--- src/rtl/spi_controller.sv ---
// SPI slave transaction sequencer: address/RW byte, then a read (load + shift out)
// or a write (shift in + memory write). Strobes are Moore outputs of the state.
module spi_controller #(
  parameter int BITS = 8
) (
  input  logic clk,
  input  logic reset,
  input  logic cs,
  input  logic sclk_rise,
  input  logic sclk_fall,
  input  logic rw_bit,
  output logic addr_we,
  output logic dm_we,
  output logic sr_we,
  output logic miso_en,
  output logic busy
);

  localparam int CW = $clog2(BITS + 1);
  localparam logic [CW-1:0] LAST = CW'(BITS - 1);

  typedef enum logic [3:0] {
    IDLE, GET_ADDR, DECODE, READ_WAIT, READ_LOAD,
    READ_SEND, WRITE_RECV, WRITE_MEM, DONE
  } state_t;

  state_t          state_q, state_d;
  logic [CW-1:0]   cnt_q, cnt_d;

  always_ff @(posedge clk or posedge reset) begin
    if (reset) begin
      state_q <= IDLE;
      cnt_q   <= '0;
    end else begin
      state_q <= state_d;
      cnt_q   <= cnt_d;
    end
  end

  always_comb begin
    state_d = state_q;
    cnt_d   = cnt_q;
    case (state_q)
      IDLE:       if (!cs) state_d = GET_ADDR;
      GET_ADDR:   if (sclk_rise) begin
                    if (cnt_q == LAST) state_d = DECODE;
                    else               cnt_d   = cnt_q + 1'b1;
                  end
      DECODE:     state_d = rw_bit ? READ_WAIT : WRITE_RECV;
      READ_WAIT:  state_d = READ_LOAD;
      READ_LOAD:  state_d = READ_SEND;
      // Only falling edges shift data out; a coincident rise is ignored.
      READ_SEND:  if (sclk_fall) begin
                    if (cnt_q == LAST) state_d = DONE;
                    else               cnt_d   = cnt_q + 1'b1;
                  end
      WRITE_RECV: if (sclk_rise) begin
                    if (cnt_q == LAST) state_d = WRITE_MEM;
                    else               cnt_d   = cnt_q + 1'b1;
                  end
      WRITE_MEM:  state_d = DONE;
      DONE:       state_d = DONE;
      default:    state_d = IDLE;
    endcase
    // Deselect wins over everything; counter restarts on every state entry.
    if (cs && state_q != IDLE) state_d = IDLE;
    if (state_d != state_q)    cnt_d   = '0;
  end

  always_comb begin
    addr_we = (state_q == DECODE);
    sr_we   = (state_q == READ_LOAD);
    dm_we   = (state_q == WRITE_MEM);
    miso_en = (state_q == READ_SEND);
    busy    = (state_q != IDLE);
  end

endmodule

--- config.mk ---
export PLATFORM = sky130hd
export DESIGN_NAME = spi_controller
export DESIGN_NICKNAME = d
export VERILOG_FILES = /design/src/rtl/spi_controller.sv
export SDC_FILE = /design/constraint.sdc
export NUM_CORES = 1
export LEC_CHECK = 0
export CAP_MARGIN = 15
export CELL_PAD_IN_SITES_DETAIL_PLACEMENT = 0
export CELL_PAD_IN_SITES_GLOBAL_PLACEMENT = 2
export CORE_UTILIZATION = 34
export CTS_BUF_LIST = sky130_fd_sc_hd__clkbuf_4 sky130_fd_sc_hd__clkbuf_8
export DETAILED_ROUTE_END_ITERATION = 10
export GPL_TIMING_DRIVEN = 0
export PLACE_DENSITY_LB_ADDON = 0.12
export SLEW_MARGIN = 40
export SYNTH_ARGS = -nofsm -noshare
export SYNTH_HDL_FRONTEND = slang
export SYNTH_SLANG_ARGS = --single-unit
--- constraint.sdc ---
create_clock -name clk -period 3 [get_ports clk]
set_input_delay 0.45 -clock clk [delete_from_list [all_inputs] [get_ports clk]]
set_output_delay 0.45 -clock clk [all_outputs]
set_load 0.02 [all_outputs]
# After elaboration in Yosys (flattened, before gate mapping)
# Cells that the tools add are included.
[totals] ff_bits=8 input_bits=6 output_inout_bits=5 elab_cells=37
[classes] addsub=1 eq_ne=12 n_mux=15 n_reduce_logical=7
[ops] cell="$mux W4" n=12
[ops] cell="$pmux W4 S8" n=1
[ops] cell="$eq A4 B3 Y1 const B" n=5
[ops] cell="$eq A4 B2 Y1 const B" n=2
[ops] cell="$pmux W4 S2" n=1
[ops] cell="$add A4 B1 Y4 const B" n=1
[ops] cell="$eq A4 B1 Y1 const B" n=1
[ops] cell="$eq A4 B4 Y1 const B" n=1
[ops] cell="$logic_not A4 Y1" n=1
[ops] cell="$ne A4 B4 Y1" n=1
[ops] cell="$reduce_bool A4 Y1" n=1
[ops] cell="$reduce_or A2 Y1" n=2
[ops] cell="$mux W3" n=1
[ops] cell="$ne A3 B1 Y1 const B" n=1
[ops] cell="$ne A3 B2 Y1 const B" n=1
[ops] cell="$reduce_and A3 Y1" n=1
[ops] cell="$reduce_bool A3 Y1" n=1
[ops] cell="$logic_and A1 B1 Y1" n=1

# Logic depth before layout (Yosys ltp)
[logic_depth] depth_word=8 depth_mapped=7 ltp_nobuf=6

# Worst setup path before layout
# OpenSTA, ideal clock, no wires.
[synth_path] path_type="reg-to-output" from="reg state_q[0]" to="out addr_we" arrival_ns=1.233 required_ns=2.550 path_slack_ns=1.317 path_stages_with_launch=4 path_buffers=1 cell_sequence="dfrtp_1 -> clkbuf_1 -> nand2b_1 -> nor3_1"
[synth_between] elab_chain_len=1
[synth_lines] element="from (decl)" line_no="27" text="state_t state_q, state_d;"
[synth_lines] element="from (signal assigned)" line_no="35" text="state_q <= state_d;"
[synth_lines] element="$eq A4 B2 Y1" line_no="71" text="addr_we = (state_q == DECODE);"
[synth_lines] element="to (decl)" line_no="12" text="output logic addr_we,"
# Every way passes these cells.

# Final worst setup path
[layout_path] from="reg state_q[0]" to="out busy"
[layout_between] elab_chain_len=1
[layout_lines] element="$reduce_bool A4 Y1" line_no="75" text="busy = (state_q != IDLE);"
[layout_lines] element="to (decl)" line_no="16" text="output logic busy"
# Every way passes these cells.

==> qor.yml <==
grt_pass1_vias: 597
powerDensity_nw_per_um2: 470
synth_fp_nets: 86
p_total_mw: 0.387
synthMuxAreaShare_pct: 1.49
cp_top_family: "buffers and inverters"
cp_max_fo: 10
period_share_pct: 81.0
worst_pin_slew_ps: 361
rsz0062_at_grt: "no"
die_area_um2: 2150
dpl.hpwl_um: 1120
grt_pass1_wl_um: 2680
critPathMaxStageDelay_ps: 550
period_needed_ps: 2430
slew_headroom_pct: 75.9
worstSetupPathType: "register to output port"
numClockSinks: 8
hold_viol: 0
synth_top_family_by_area: "simple AND/OR/NAND/NOR gates"
yosysSeqAreaShare_pct: 29.9
area_delta_synth_final_pct: 22.9
dpl_worst_slack_ps: 843
synth_edf_count: 0
hp-class: "input port to async pin"
netlist-cell-type-count: 40
cts.repair.resized: 0
critPathBufInv: 2
layout-drive-gt1-share_pct: 13.0
nFillCells: 187
synth.area.top_cells: "dfrtp_1, and3b_1, nor2_1, a211oi_2, a21oi_1"
multi_input_area_um2: 430
clock_latency_ps: 250
die_w_um: 46.4
p_leak_nw: 0.352
startpoint_type: "register"
drt_iter0_drc: 17
synthCells: 79
yosys.area_share.simple_pct: 29.7
antenna_found_initial: 0
dr.pass1.iters: 4
num_vias: 649
grt-ovfl-total: 0
async_flop_share_pct: 100
synth.largest_area_cell: "dfrtp_1"
cp_slowest_cell: "clkdlybuf4s50_1"
synth.ff_latch_count: 8
yosys.area_share.adder_pct: 1.87
crit_arrival_ps: 1980
cts_tree: "built"
setup_tns_ps: 0
end_kind: "output port"
cts_root_buffer: "clkbuf_4"
yosysWarnings: 0
maxClockFrequency_mhz: 412
grt_max_degree: 11
grt_usage_pct: 17.4
synth_commonest_cells: "dfrtp_1, nor2_1, a21oi_1"
initial_utilization_pct: 37.6
num_antenna_cells: 0
nets: 101
drt_wl_total_um: 1510
ir_drop_mv: 0.227
synth_top_area_share_pct: 29.9
dieHeight_um: 46.4
io_pins: 11
gp_congestion: 0.784
viasPerCell: 5.55
io_buffers: 10
cts_made_buffers: 3
finalSetupViolCount: 0
avgSynthCellArea_um2: 8.49
synth_compound_area_share_pct: 28.5
cp.required_ps: 2550
clockBufferDepth: 2
slew_violations: 0
synthesis.area_um2: 671
rows: 15
finClkSkew_ps: 5.64
yosys.area_share.xor_xnor_pct: 2.61
cts_hold_buf: 0
max-cap-violations: 0
ant_nets: 0
core-area_um2: 1780
crit_chain: "clkbuf_1 > or4_1 > clkdlybuf4s50_1"
h-tree-depth: 1
register_area_um2: 200
post_cts_buffers: 0
wire_per_inst_um: 12.9
status: "finished clean"
drc: 0
synth-main-ff-cell: "dfrtp_1"
timing.final.ws_setup_ps: 570
clk_pin_slew_ps: 50
power by group:
group          switching (mW)  leakage (nW)  internal (mW)  total, mW
Clock                  0.0327        0.0138         0.0455     0.0782
Combinational          0.0884         0.229         0.0764      0.165
Sequential             0.0210         0.109          0.123      0.144
Total                   0.142         0.352          0.245      0.387
cell type report:
cell class / instances / share of cell area [%]
timing repair buffer: 10 / 12.1
sequential: 8 / 24.3
multi-input combinational: 63 / 52.2
buffer: 5 / 3.49
tap: 25 / 3.79
clock buffer: 3 / 2.73
inverter: 3 / 1.37
cell families after synthesis:
group | after synthesis
compound gates | 25
xor+xnor | 2
fa+ha+maj | 1
buf+inv | 8
flops | 8
mux | 1
simple gates | 34
flip-flops by register name (all words and copies together) (netlist names):
register  count
state_q       4
cnt_q         4
placed cells by master (no fill, tap or decap), drive strengths merged:
| master | n |
|---|---|
| o21bai | 1 |
| and2b | 1 |
| nand4b | 2 |
| a32o | 1 |
| o211ai | 1 |
| nand4 | 1 |
| o31a | 1 |
| xnor2 | 1 |
| nor2 | 8 |
| a211o | 1 |
| or4 | 1 |
| nand2b | 4 |
| dfrtp | 8 |
| o32a | 1 |
| nand3b | 1 |
| clkdlybuf4s50 | 10 |
| o31ai | 1 |
| clkbuf | 5 |
| a31oi | 1 |
| and3b | 4 |
| and3 | 1 |
| o21ai | 3 |
| buf | 3 |
| ha | 1 |
| xor2 | 1 |
| o221ai | 1 |
| a21o | 1 |
| a21boi | 1 |
| nand3 | 3 |
| inv | 3 |
| o22ai | 2 |
| a21oi | 5 |
| nor3 | 4 |
| a41oi | 1 |
| a211oi | 3 |
| mux2i | 1 |
| nand2 | 4 |
metal layers:
metal  wire length [um]  GRT usage [%]  share of wire [%]  vias to the layer above
li1                   -              -                  -                      329
met1                819           26.7                 54                      310
met2                666           23.9                 44                       10
met3                 28           2.35                1.9                        0
met4                  0           7.06                  0                        0
met5                  0              0                  0                        -
stage by stage:
| stage | instances | hold WS, ps | area (um^2) | utilization, % |
|---|---|---|---|---|
| 2_1_floorplan | 79 | 266 | 671 | - |
| 3_3_place_gp | 114 | 543 | 802 | 45.0 |
| 6_report | 117 | 433 | 825 | 46.2 |
| 4_1_cts | 117 | 441 | 825 | 46.2 |
| 5_1_grt | 117 | 475 | 825 | 46.2 |
| 3_5_place_dp | 114 | 568 | 802 | 45.0 |
path summary, 6_finish.rpt:
check	endpoint	depth (start not counted)	slack, ps	startpoint
max	busy	3	570	state_q[0]
min	state_q[2]	2	430	reset
max reg2reg	cnt_q[2]	7	1190	cnt_q[0]
min reg2reg	cnt_q[0]	2	580	cnt_q[0]
max in group asynchronous	cnt_q[2]	2	2340	reset
min in group clk	cnt_q[0]	2	580	cnt_q[0]
Note: power is estimated with default switching activity, not from simulation.
